==> config.mk <==
export PLATFORM = sky130hd
export DESIGN_NAME = mem_scan_ctrl
export DESIGN_NICKNAME = d
export VERILOG_FILES = /design/src/rtl/mem_scan_ctrl.sv
export SDC_FILE = /design/constraint.sdc
export NUM_CORES = 1
export LEC_CHECK = 0
export ABC_AREA = 0
export CAP_MARGIN = 40
export CORE_MARGIN = 2
export CORE_UTILIZATION = 43
export CTS_CLUSTER_SIZE = 20
export DETAILED_ROUTE_END_ITERATION = 7
export GPL_TIMING_DRIVEN = 0
export PLACE_DENSITY = 0.77
export SETUP_SLACK_MARGIN = 0.3
export SKIP_LAST_GASP = 1
export SLEW_MARGIN = 30
export SYNTH_ARGS = -nofsm -noshare
export SYNTH_HDL_FRONTEND = slang
export SYNTH_SLANG_ARGS = --single-unit
==> constraint.sdc <==
create_clock -name clk -period 2.5 [get_ports clk]
set_clock_uncertainty 0.15 [all_clocks]
set_input_delay 0.5 -clock clk [delete_from_list [all_inputs] [get_ports clk]]
set_output_delay 0.5 -clock clk [all_outputs]
set_load 0.01 [all_outputs]
==> src/rtl/mem_scan_ctrl.sv <==
// Range-scan sequencer sharing the single-port data memory with the CPU; finds the unsigned max byte and its address.
// Latency: count READ cycles + 2 write cycles + 1 DONE cycle after start; CPU accesses pass through with zero latency.
// Backpressure: cpu_req wins the port every cycle; the scan FSM and all its registers freeze while the CPU holds it.
module mem_scan_ctrl (
  input  logic       clk,
  input  logic       rst,
  input  logic       start,
  input  logic [7:0] base_addr,
  input  logic [7:0] count,
  input  logic [7:0] result_addr,
  input  logic       cpu_req,
  input  logic [7:0] cpu_addr,
  input  logic [7:0] cpu_wdata,
  input  logic       cpu_read,
  input  logic       cpu_write,
  output logic       cpu_gnt,
  output logic [7:0] cpu_rdata,
  output logic [7:0] mem_address,
  output logic [7:0] mem_write_data,
  output logic       mem_read,
  output logic       mem_write,
  input  logic [7:0] mem_read_data,
  output logic       busy,
  output logic       done,
  output logic [7:0] max_value,
  output logic [7:0] max_index
);

  typedef enum logic [2:0] {
    S_IDLE   = 3'd0,
    S_READ   = 3'd1,
    S_WR_VAL = 3'd2,
    S_WR_IDX = 3'd3,
    S_DONE   = 3'd4
  } state_t;

  state_t     state_q, state_d;
  logic [7:0] base_q, base_d;
  logic [7:0] count_q, count_d;
  logic [7:0] res_q, res_d;
  logic [7:0] idx_q, idx_d;
  logic [7:0] max_val_q, max_val_d;
  logic [7:0] max_idx_q, max_idx_d;

  // Current scan address and the second result slot both wrap modulo 256.
  logic [7:0] scan_addr;
  logic [7:0] res_addr_hi;
  logic [7:0] last_idx;
  logic       new_max;

  assign scan_addr   = base_q + idx_q;
  assign res_addr_hi = res_q + 8'd1;
  assign last_idx    = count_q - 8'd1;
  assign new_max     = (mem_read_data > max_val_q);

  // The CPU side is a pure pass-through: grant is immediate and read data is the raw memory output.
  assign cpu_gnt   = cpu_req;
  assign cpu_rdata = mem_read_data;

  assign busy      = (state_q != S_IDLE);
  assign done      = (state_q == S_DONE);
  assign max_value = max_val_q;
  assign max_index = max_idx_q;

  // State and datapath registers; synchronous reset abandons any scan in flight.
  always_ff @(posedge clk) begin
    if (rst) begin
      state_q   <= S_IDLE;
      base_q    <= 8'd0;
      count_q   <= 8'd0;
      res_q     <= 8'd0;
      idx_q     <= 8'd0;
      max_val_q <= 8'd0;
      max_idx_q <= 8'd0;
    end else begin
      state_q   <= state_d;
      base_q    <= base_d;
      count_q   <= count_d;
      res_q     <= res_d;
      idx_q     <= idx_d;
      max_val_q <= max_val_d;
      max_idx_q <= max_idx_d;
    end
  end

  // Next-state logic; a CPU request freezes everything, including start acceptance in IDLE.
  always_comb begin
    state_d   = state_q;
    base_d    = base_q;
    count_d   = count_q;
    res_d     = res_q;
    idx_d     = idx_q;
    max_val_d = max_val_q;
    max_idx_d = max_idx_q;

    if (!cpu_req) begin
      case (state_q)
        S_IDLE: begin
          if (start) begin
            base_d    = base_addr;
            count_d   = count;
            res_d     = result_addr;
            idx_d     = 8'd0;
            max_val_d = 8'd0;
            // An empty range still reports base_addr as the index of the (zero) maximum.
            max_idx_d = base_addr;
            state_d   = (count == 8'd0) ? S_WR_VAL : S_READ;
          end
        end
        S_READ: begin
          // Strict compare so equal values keep the earliest address.
          if (new_max) begin
            max_val_d = mem_read_data;
            max_idx_d = scan_addr;
          end
          idx_d = idx_q + 8'd1;
          if (idx_q == last_idx) begin
            state_d = S_WR_VAL;
          end
        end
        S_WR_VAL: state_d = S_WR_IDX;
        S_WR_IDX: state_d = S_DONE;
        S_DONE:   state_d = S_IDLE;
        default:  state_d = S_IDLE;
      endcase
    end
  end

  // Memory port mux: CPU first, then the scan access of the current state, otherwise all zeros.
  always_comb begin
    mem_address    = 8'd0;
    mem_write_data = 8'd0;
    mem_read       = 1'b0;
    mem_write      = 1'b0;

    if (cpu_req) begin
      mem_address    = cpu_addr;
      mem_write_data = cpu_wdata;
      mem_read       = cpu_read;
      mem_write      = cpu_write;
    end else begin
      case (state_q)
        S_READ: begin
          mem_read    = 1'b1;
          mem_address = scan_addr;
        end
        S_WR_VAL: begin
          mem_write      = 1'b1;
          mem_address    = res_q;
          mem_write_data = max_val_q;
        end
        S_WR_IDX: begin
          mem_write      = 1'b1;
          mem_address    = res_addr_hi;
          mem_write_data = max_idx_q;
        end
        default: begin
          mem_read  = 1'b0;
          mem_write = 1'b0;
        end
      endcase
    end
  end

endmodule

# Word level (Yosys, flattened, before mapping)
# Cells that the tools add are included.
# totals
wordCells	49
output_inout_bits	45
register_bits	51
# classes
n_bitwise	1
n_mux	19
n_eq_ne	8
n_addsub	4
reduce_logical	9
n_lt_le_gt_ge	1
# op_table
operator	n
8-bit one-hot mux with 2 select lines	4
8-bit two-way mux	6
8-bit one-hot mux with 3 select lines	1
8-bit by 1-bit adder with 8-bit output (second input constant)	2
3-bit one-hot mux with 4 select lines	1
3-bit AND reduction	3
8-bit adder	1
8-bit == test	1
8-bit > comparator	1
8-bit zero test	1
8-bit by 1-bit subtractor with 8-bit output (second input constant)	1
3-bit by 2-bit == test with 1-bit output (second input constant)	2
3-bit two-way mux	2
2-bit != test (second input constant)	3
1-bit two-way mux	4
4-bit AND reduction	1
3-bit by 1-bit == test with 1-bit output (second input constant)	1
3-bit == test (second input constant)	1
3-bit zero test	1
3-bit nonzero test	1
2-bit two-way mux	1
2-bit nonzero test	1
2-bit OR reduction	1
1-bit inverter	1

# Depth between registers and ports, before layout
# Gate-level depths: netlist of run 1.
# depth
word_depth	4
mapped_depth	10
mapped_depth_nobuf	9

# Least setup slack after synthesis of run 1
# Ideal clock, no wire load.
# synth_path
path_type	register -> output
start	register idx_q[0]
end	output mem_address[6]
required_ns	1.850
path_stages_with_launch	10
setup_slack_ns	-0.134
n_path_buf	0
t_arrival_ns	1.984
path_cell_list	dfxtp_1 -> ha_1 -> fa_1 -> a21o_1 -> a21oi_1 -> o21bai_1 -> a21oi_1 -> xnor2_1 -> o2bb2ai_1 -> a22o_1
# synth_between
elab_chain_cells	3
# synth_lines
element	line_no	source
from (decl)	41	logic [7:0] idx_q, idx_d;
from (signal assigned)	80	idx_q <= idx_d;
8-bit adder	51	assign scan_addr = base_q + idx_q;
8-bit one-hot mux with 3 select lines	142	case (state_q)
8-bit two-way mux	136	if (cpu_req) begin
to (decl)	18	output logic [7:0] mem_address,
# Every way passes these cells.

# Worst setup path after layout of run 1
# layout_path
start	register base_q[0]
end	output mem_address[6]
# layout_between
elab_chain_cells	3
# layout_lines
element	line_no	source
from (decl)	38	logic [7:0] base_q, base_d;
from (signal assigned)	77	base_q <= base_d;
8-bit adder	51	
8-bit one-hot mux with 3 select lines	142	
8-bit two-way mux	136	
# Every way passes these cells.

==> results of run 1 <==
placed cells by master (no fill, tap or decap), types with 13 or more instances in the layout:
cell type and instances:
o21ai_1 13, nor2_1 13, buf_6 20, buf_4 44, clkdlybuf4s50_1 68, nand2_1 83
a21oi_1 42, xor2_1 13, inv_1 13, buf_2 20, dfxtp_1 39
per-stage QoR:
step / area [um^2] / std cells / TNS [ps] / hold slack, ps / setup slack (ps)
floorplan: 3437 / 438 / 0 / 290.6 / 44.23
global placement: 4526 / 636 / -13550 / 298.9 / -684.9
detailed placement: 4526 / 636 / -14800 / 307.1 / -716.6
CTS: 4937 / 664 / -2952 / 322.4 / -552.0
global route: 5439 / 697 / -3011 / 339.0 / -623.6
finish: 5439 / 697 / -2526 / 320.3 / -538.4
worst max-delay path, stage by stage (launching register included):
cell and delay, ps:
dfxtp_2 350, ha_4 160, fa_2 340, a21o_1 170, a21oi_2 150, o21bai_1 100, a21oi_2 210, xnor2_2 180
o2bb2ai_1 150, a22o_1 140, buf_2 130
logic make-up after synthesis:
| family | after synthesis | share of synthesized area [%] |
|---|---|---|
| xor gates and xnor gates | 30 | 8.090 |
| AOI/OAI and AO/OA | 115 | 21.31 |
| DFF | 51 | 30.56 |
| muxes | 11 | 3.333 |
| and+or+nand+nor | 159 | 21.76 |
| buffers and inverters | 53 | 7.603 |
| adders and majority gates | 19 | 7.341 |
cell type report:
cell class,count,area [um^2]
inverters,17,67.56
fillers,579,2168
repair buffers,149,1351
plain buffers,36,280.3
clock inverters,2,35.03
multi-input cells,334,2449
flip-flops and latches,51,1046
well taps,102,127.6
clock buffers,6,82.58
routing by layer:
layer / routed length (um) / part of all wire, %
met1: 4730 / 37
met3: 1110 / 8.7
met4: 581 / 4.6
met2: 6328 / 50
met5: 0 / 0
worst max-delay path by stage:
| stage | cells past startpoint | slack (ps) | end |
|---|---|---|---|
| floorplan | 9 | 40 | mem_address[6] |
| CTS | 10 | -550 | mem_address[6] |
| global route | 7 | -620 | mem_address[7] |
| detailed placement | 7 | -720 | mem_address[5] |
| global placement | 7 | -680 | mem_address[6] |
| finish | 10 | -540 | mem_address[6] |
flip-flops by register name, summed over array words and instances (netlist names):
register,flops
state_q,3
base_q,8
idx_q,8
max_value,8
res_q,8
count_q,8
max_index,8
power by group through the flow:
stage / logic, W / registers [W] / clock network, W
CTS: 0.000687 / 0.000899 / 0.000607
global placement: 0.000616 / 0.000917 / 0
global route: 0.000924 / 0.000909 / 0.000640
floorplan: 0.000348 / 0.000917 / 0
finish: 0.000872 / 0.000905 / 0.000617
detailed placement: 0.000631 / 0.000920 / 0
what timing repair did:
action / CTS / global route
pin swaps: 26 / 30
gates resized for setup: 139 / 75
buffers inserted: 19 / 32
hold buffers: 0 / 0
endpoints found under the setup margin: 47 / 44
gates cloned: 1 / 1
==> reports/results.ini, run 1 <==
[sta]
fin_ws_ps=-538.4
period_needed_ps=3038
drv_slew=0
fmax_mhz=329.1
max_slew_margin_pct=55.44
rsz0062_at_grt=yes
timing.final.crit_share_pct=121.5
hold_viol=0
worstMarginPinSlew_ps=668.3
setup_viol=9

[global_route]
grt_max_degree=16
grtUsageMet3_pct=4.930
grt_use_met2_pct=46.81
grt_overflow=0
grt-busiest-layer=met2
grt.met1_usage_pct=29.73
grt_pass1_vias=3665
grt_usage_pct=25.86
grt_pass1_wl_um=17460
antenna_found_initial=0

[yosys]
synth_common_cells=85 x nand2_1, 51 x dfxtp_1, 50 x a21oi_1
syn_nets=511
synth.top_cells.by_area=dfxtp_1 31%, nand2_1 9.6%, a21oi_1 7.5%, ha_1 6.7%, xnor2_1 3.9%
synth_edf_count=0
syn_inst=438
synth_cell_type_count=53
ys_ff_latch=51
yosysMostFrequentCell=nand2_1
syn_area_per_cell_um2=7.627
ys_async_sr_fraction_pct=0
synth_ff_type=dfxtp_1
yosysWarningCount=0
seq_area_frac_synth_pct=30.56
synth_area_mm2=0.003341
yosys.area.top_type_share_pct=30.56
yosys.area.top_type=dfxtp_1

[clocking]
cts_sinks=51
path_clk_slew_ps=100
cts_tree=built
htree_levels=2
insertion_delay_ps=310
cts_buffer_depth=2
cts_root_buffer=clkbuf_8
cts_buffers=5

[power_and_ir_drop]
p_clk_share_pct=25.8
p_switching_w=0.0007694
swShare_pct=32.14
intPower_w=0.001625
power_frac_comb_pct=36.4
irDropWorstVdd_mv=0.2655
power.leakage_nw=2.166
total_power_w=0.002394
pwr_density_cell_mw_per_mm2=440.2
p_seq_share_pct=37.8

[detailed_routing]
routed_via_density=5.737
wl_per_cell_um=18.29
routed_wl_um=12750
via_count=3999
drc=0
dr.pass1.iters=5
drtAntennaViolNets=0
drt_iter0_drc=364

[die]
row_count=32
die_y_um=92.14
initial_utilization_pct=43.91
num_io_pins=99
core_mm2=0.007607
die-width_um=92.14
die_area_mm2=0.008490

[critical_path]
r2r_cells=16
worstPathRequired_ps=1850
crit_path_end_kind=primary output
reg2reg_from=base_q[0]$_SDFFE_PP0P_
cp.arrival_ps=2390
crit_type=register to primary output
path_max_fanout=2
startpoint=base_q[0]$_SDFFE_PP0P_
cp-start-kind=register
timing.rr.end=max_index[4]$_SDFFE_PP0P_
r2r_slack_ps=-340

[min_path]
hp-start=base_q[4]$_SDFFE_PP0P_
hold_path_end=base_q[4]$_SDFFE_PP0P_
hp-class=register to register
hold_depth=2

[placement]
hpwl_um=8046
gp_congestion=0.8701
portBuffers=96

[layout]
insertedDiodeCount=0
final_nets=667
area_growth_pct=62.81
drive_above_1_share_pct=31.09
utilization_pct=71.50

[run]
cap_violations=0

[outcome]
outcome=finished, violations left
violations=setup timing

Power figures use the tool's default switching activity.
==> run 2: changes to the inputs <==
- CTS_CLUSTER_DIAMETER: unset -> 40
==> results of run 2 <==
The final DEF is identical to that of run 1; final timing and power are the same.
==> run 3: changes to the inputs <==
--- a/config.mk
+++ b/config.mk
@@ -11,3 +11,3 @@
 export CORE_UTILIZATION = 43
-export CTS_CLUSTER_DIAMETER = 40
+export CTS_CLUSTER_DIAMETER = 150
 export CTS_CLUSTER_SIZE = 20
--- a/constraint.sdc
+++ b/constraint.sdc
@@ -4,2 +4,2 @@
 set_output_delay 0.5 -clock clk [all_outputs]
-set_load 0.01 [all_outputs]
+set_load 0.02 [all_outputs]
==> reports/results.ini, run 3 (synthesis results as in run 1) <==
[outcome]
outcome=finished, violations left
violations=setup timing

[critical_path]
path_max_fanout=2
cpPeakStageDelay_ps=370
worstPathRequired_ps=1850
cp.arrival_ps=2380
cp_num_cells=10
crit_type=register to primary output
cp-start-kind=register
r2r_cells=18
cp_top_family=compound AO/OA/AOI/OAI gates
crit_path_end_kind=primary output
slowest_stage=dfxtp_4
crit_chain=ha_4 > fa_2 > a21o_1 > a21oi_2 > o21bai_1 > a21oi_2 > xnor2_2 > o2bb2ai_1 > a22o_1 > buf_6
critPathBufInv=1
cpMostUsedCell=a21oi_2

[sta]
max_slew_margin_pct=55.95
hold_viol=0
timing.final.crit_share_pct=121.0
fin_ws_ps=-525.2
setup_viol=7
setup_tns_ps=-2698
worstMarginPinSlew_ps=660.7
rsz0062_at_grt=yes
drv_slew=0
period_needed_ps=3025
fmax_mhz=330.6

[clocking]
htree_levels=2
ctsHoldBuffers=0
cts_sinks=51
cts_buffers=5
cts_buffer_depth=2
insertion_delay_ps=310
path_clk_slew_ps=100
cts_tree=built
cts_root_buffer=clkbuf_8

[die]
die-width_um=92.14
core_mm2=0.007607
initial_utilization_pct=43.91
die_area_mm2=0.008490
row_count=32
die_y_um=92.14
num_io_pins=99

[layout]
utilization_pct=71.02
drive_above_1_share_pct=31.91
nFillCells=551
final_common_cell=nand2_1
instances_no_fill=688
layout_common_cells=83 x nand2_1, 67 x clkdlybuf4s50_1, 48 x buf_4
final_nets=658
insertedDiodeCount=0
area_growth_pct=61.72

[detailed_routing]
drc=0
routed_wl_um=12430
via_count=3979
dr.pass1.iters=5
drt_iter0_drc=279
drtAntennaViolNets=0
wl_per_cell_um=18.06
routed_via_density=5.783

[global_route]
grt_pass1_wl_um=17960
grt_pass1_vias=3738
grt_usage_pct=26.60
grt_overflow=0
antenna_found_initial=0
grt_max_degree=16

[power_and_ir_drop]
total_power_w=0.002328
power.leakage_nw=2.098
pwr_density_cell_mw_per_mm2=430.9
irDropWorstVdd_mv=0.2960

[placement]
gp_congestion=0.8966
portBuffers=96
dp.cells=636
hpwl_um=8194

[min_path]
hp-class=register to register
hold_depth=2

[run]
cap_violations=0

## run 3: changes by cell type in the layout (fill, tap and decap cells not counted), sizes merged
cell,before,now
clkdlybuf4s15,2,1
inv,16,17
dlygate4sd2,5,6
clkdlybuf4s50,68,67
clkbuf,24,30
clkinv,1,0
dlymetal6s2s,2,1
buf,90,79
clkinvlp,1,0
bufinv,1,0
## run 3: final timing paths
path	startpoint	to	slack (ps)
hold / removal	res_q[7]$_SDFFE_PP0P_	res_q[7]$_SDFFE_PP0P_	320
hold reg to reg	res_q[7]$_SDFFE_PP0P_	res_q[7]$_SDFFE_PP0P_	320
setup reg to reg	idx_q[0]$_SDFFE_PP0P_	max_index[6]$_SDFFE_PP0P_	-460
setup / recovery	idx_q[0]$_SDFFE_PP0P_	mem_address[6]	-530
## run 3: layer usage
layer / GRT usage [%] / up-vias / share of wire [%] / wire length (um)
met5: 0 / - / 0 / 0
met4: 10.07 / 0 / 4.2 / 528
met3: 5.341 / 58 / 8.6 / 1065
met2: 48.28 / 220 / 51 / 6306
met1: 30.63 / 1873 / 36 / 4528
li1: - / 1828 / - / -
## run 3: repair_timing
action | 4_1_cts | 5_1_grt
setup buffers | 31 | 11
resized for setup | 165 | 73
cloned | 1 | 1
pin swaps | 31 | 28
setup endpoints to repair | 47 | 41
## run 3: area by class of cell
class                           count  area, um^2  area share (%)
Timing Repair Buffer              140        1277           23.65
Inverter                           17       66.31           1.227
Sequential cell                    51        1049           19.41
Clock buffer                        8       101.3           1.876
Multi-Input combinational cell    334        2495           46.18
Tap cell                          102       127.6           2.362
Buffer                             36       286.5           5.303
## run 3: through the flow
step                      instance area [um^2]  worst slack, ps  hold WS (ps)
after floorplan                           3440           -23.22         290.6
after global placement                    4528           -743.6         296.6
after detailed placement                  4528           -754.4         305.3
after CTS                                 5101           -597.0         318.5
after global routing                      5403           -618.0         335.0
final                                     5403           -525.2         320.3
## run 3: where the power goes
part / internal (W) / switching [W] / total [W]
clock: 0.000260 / 0.000295 / 0.000555
combinational: 0.000413 / 0.000455 / 0.000868
sequential: 0.000856 / 0.0000490 / 0.000905
total: 0.00153 / 0.000799 / 0.00233
## run 3: tightest hold or removal path, cell delays in order, from the launching register on
cell and delay (ps):
dfxtp_1 330, nand2_1 50, a21oi_1 50
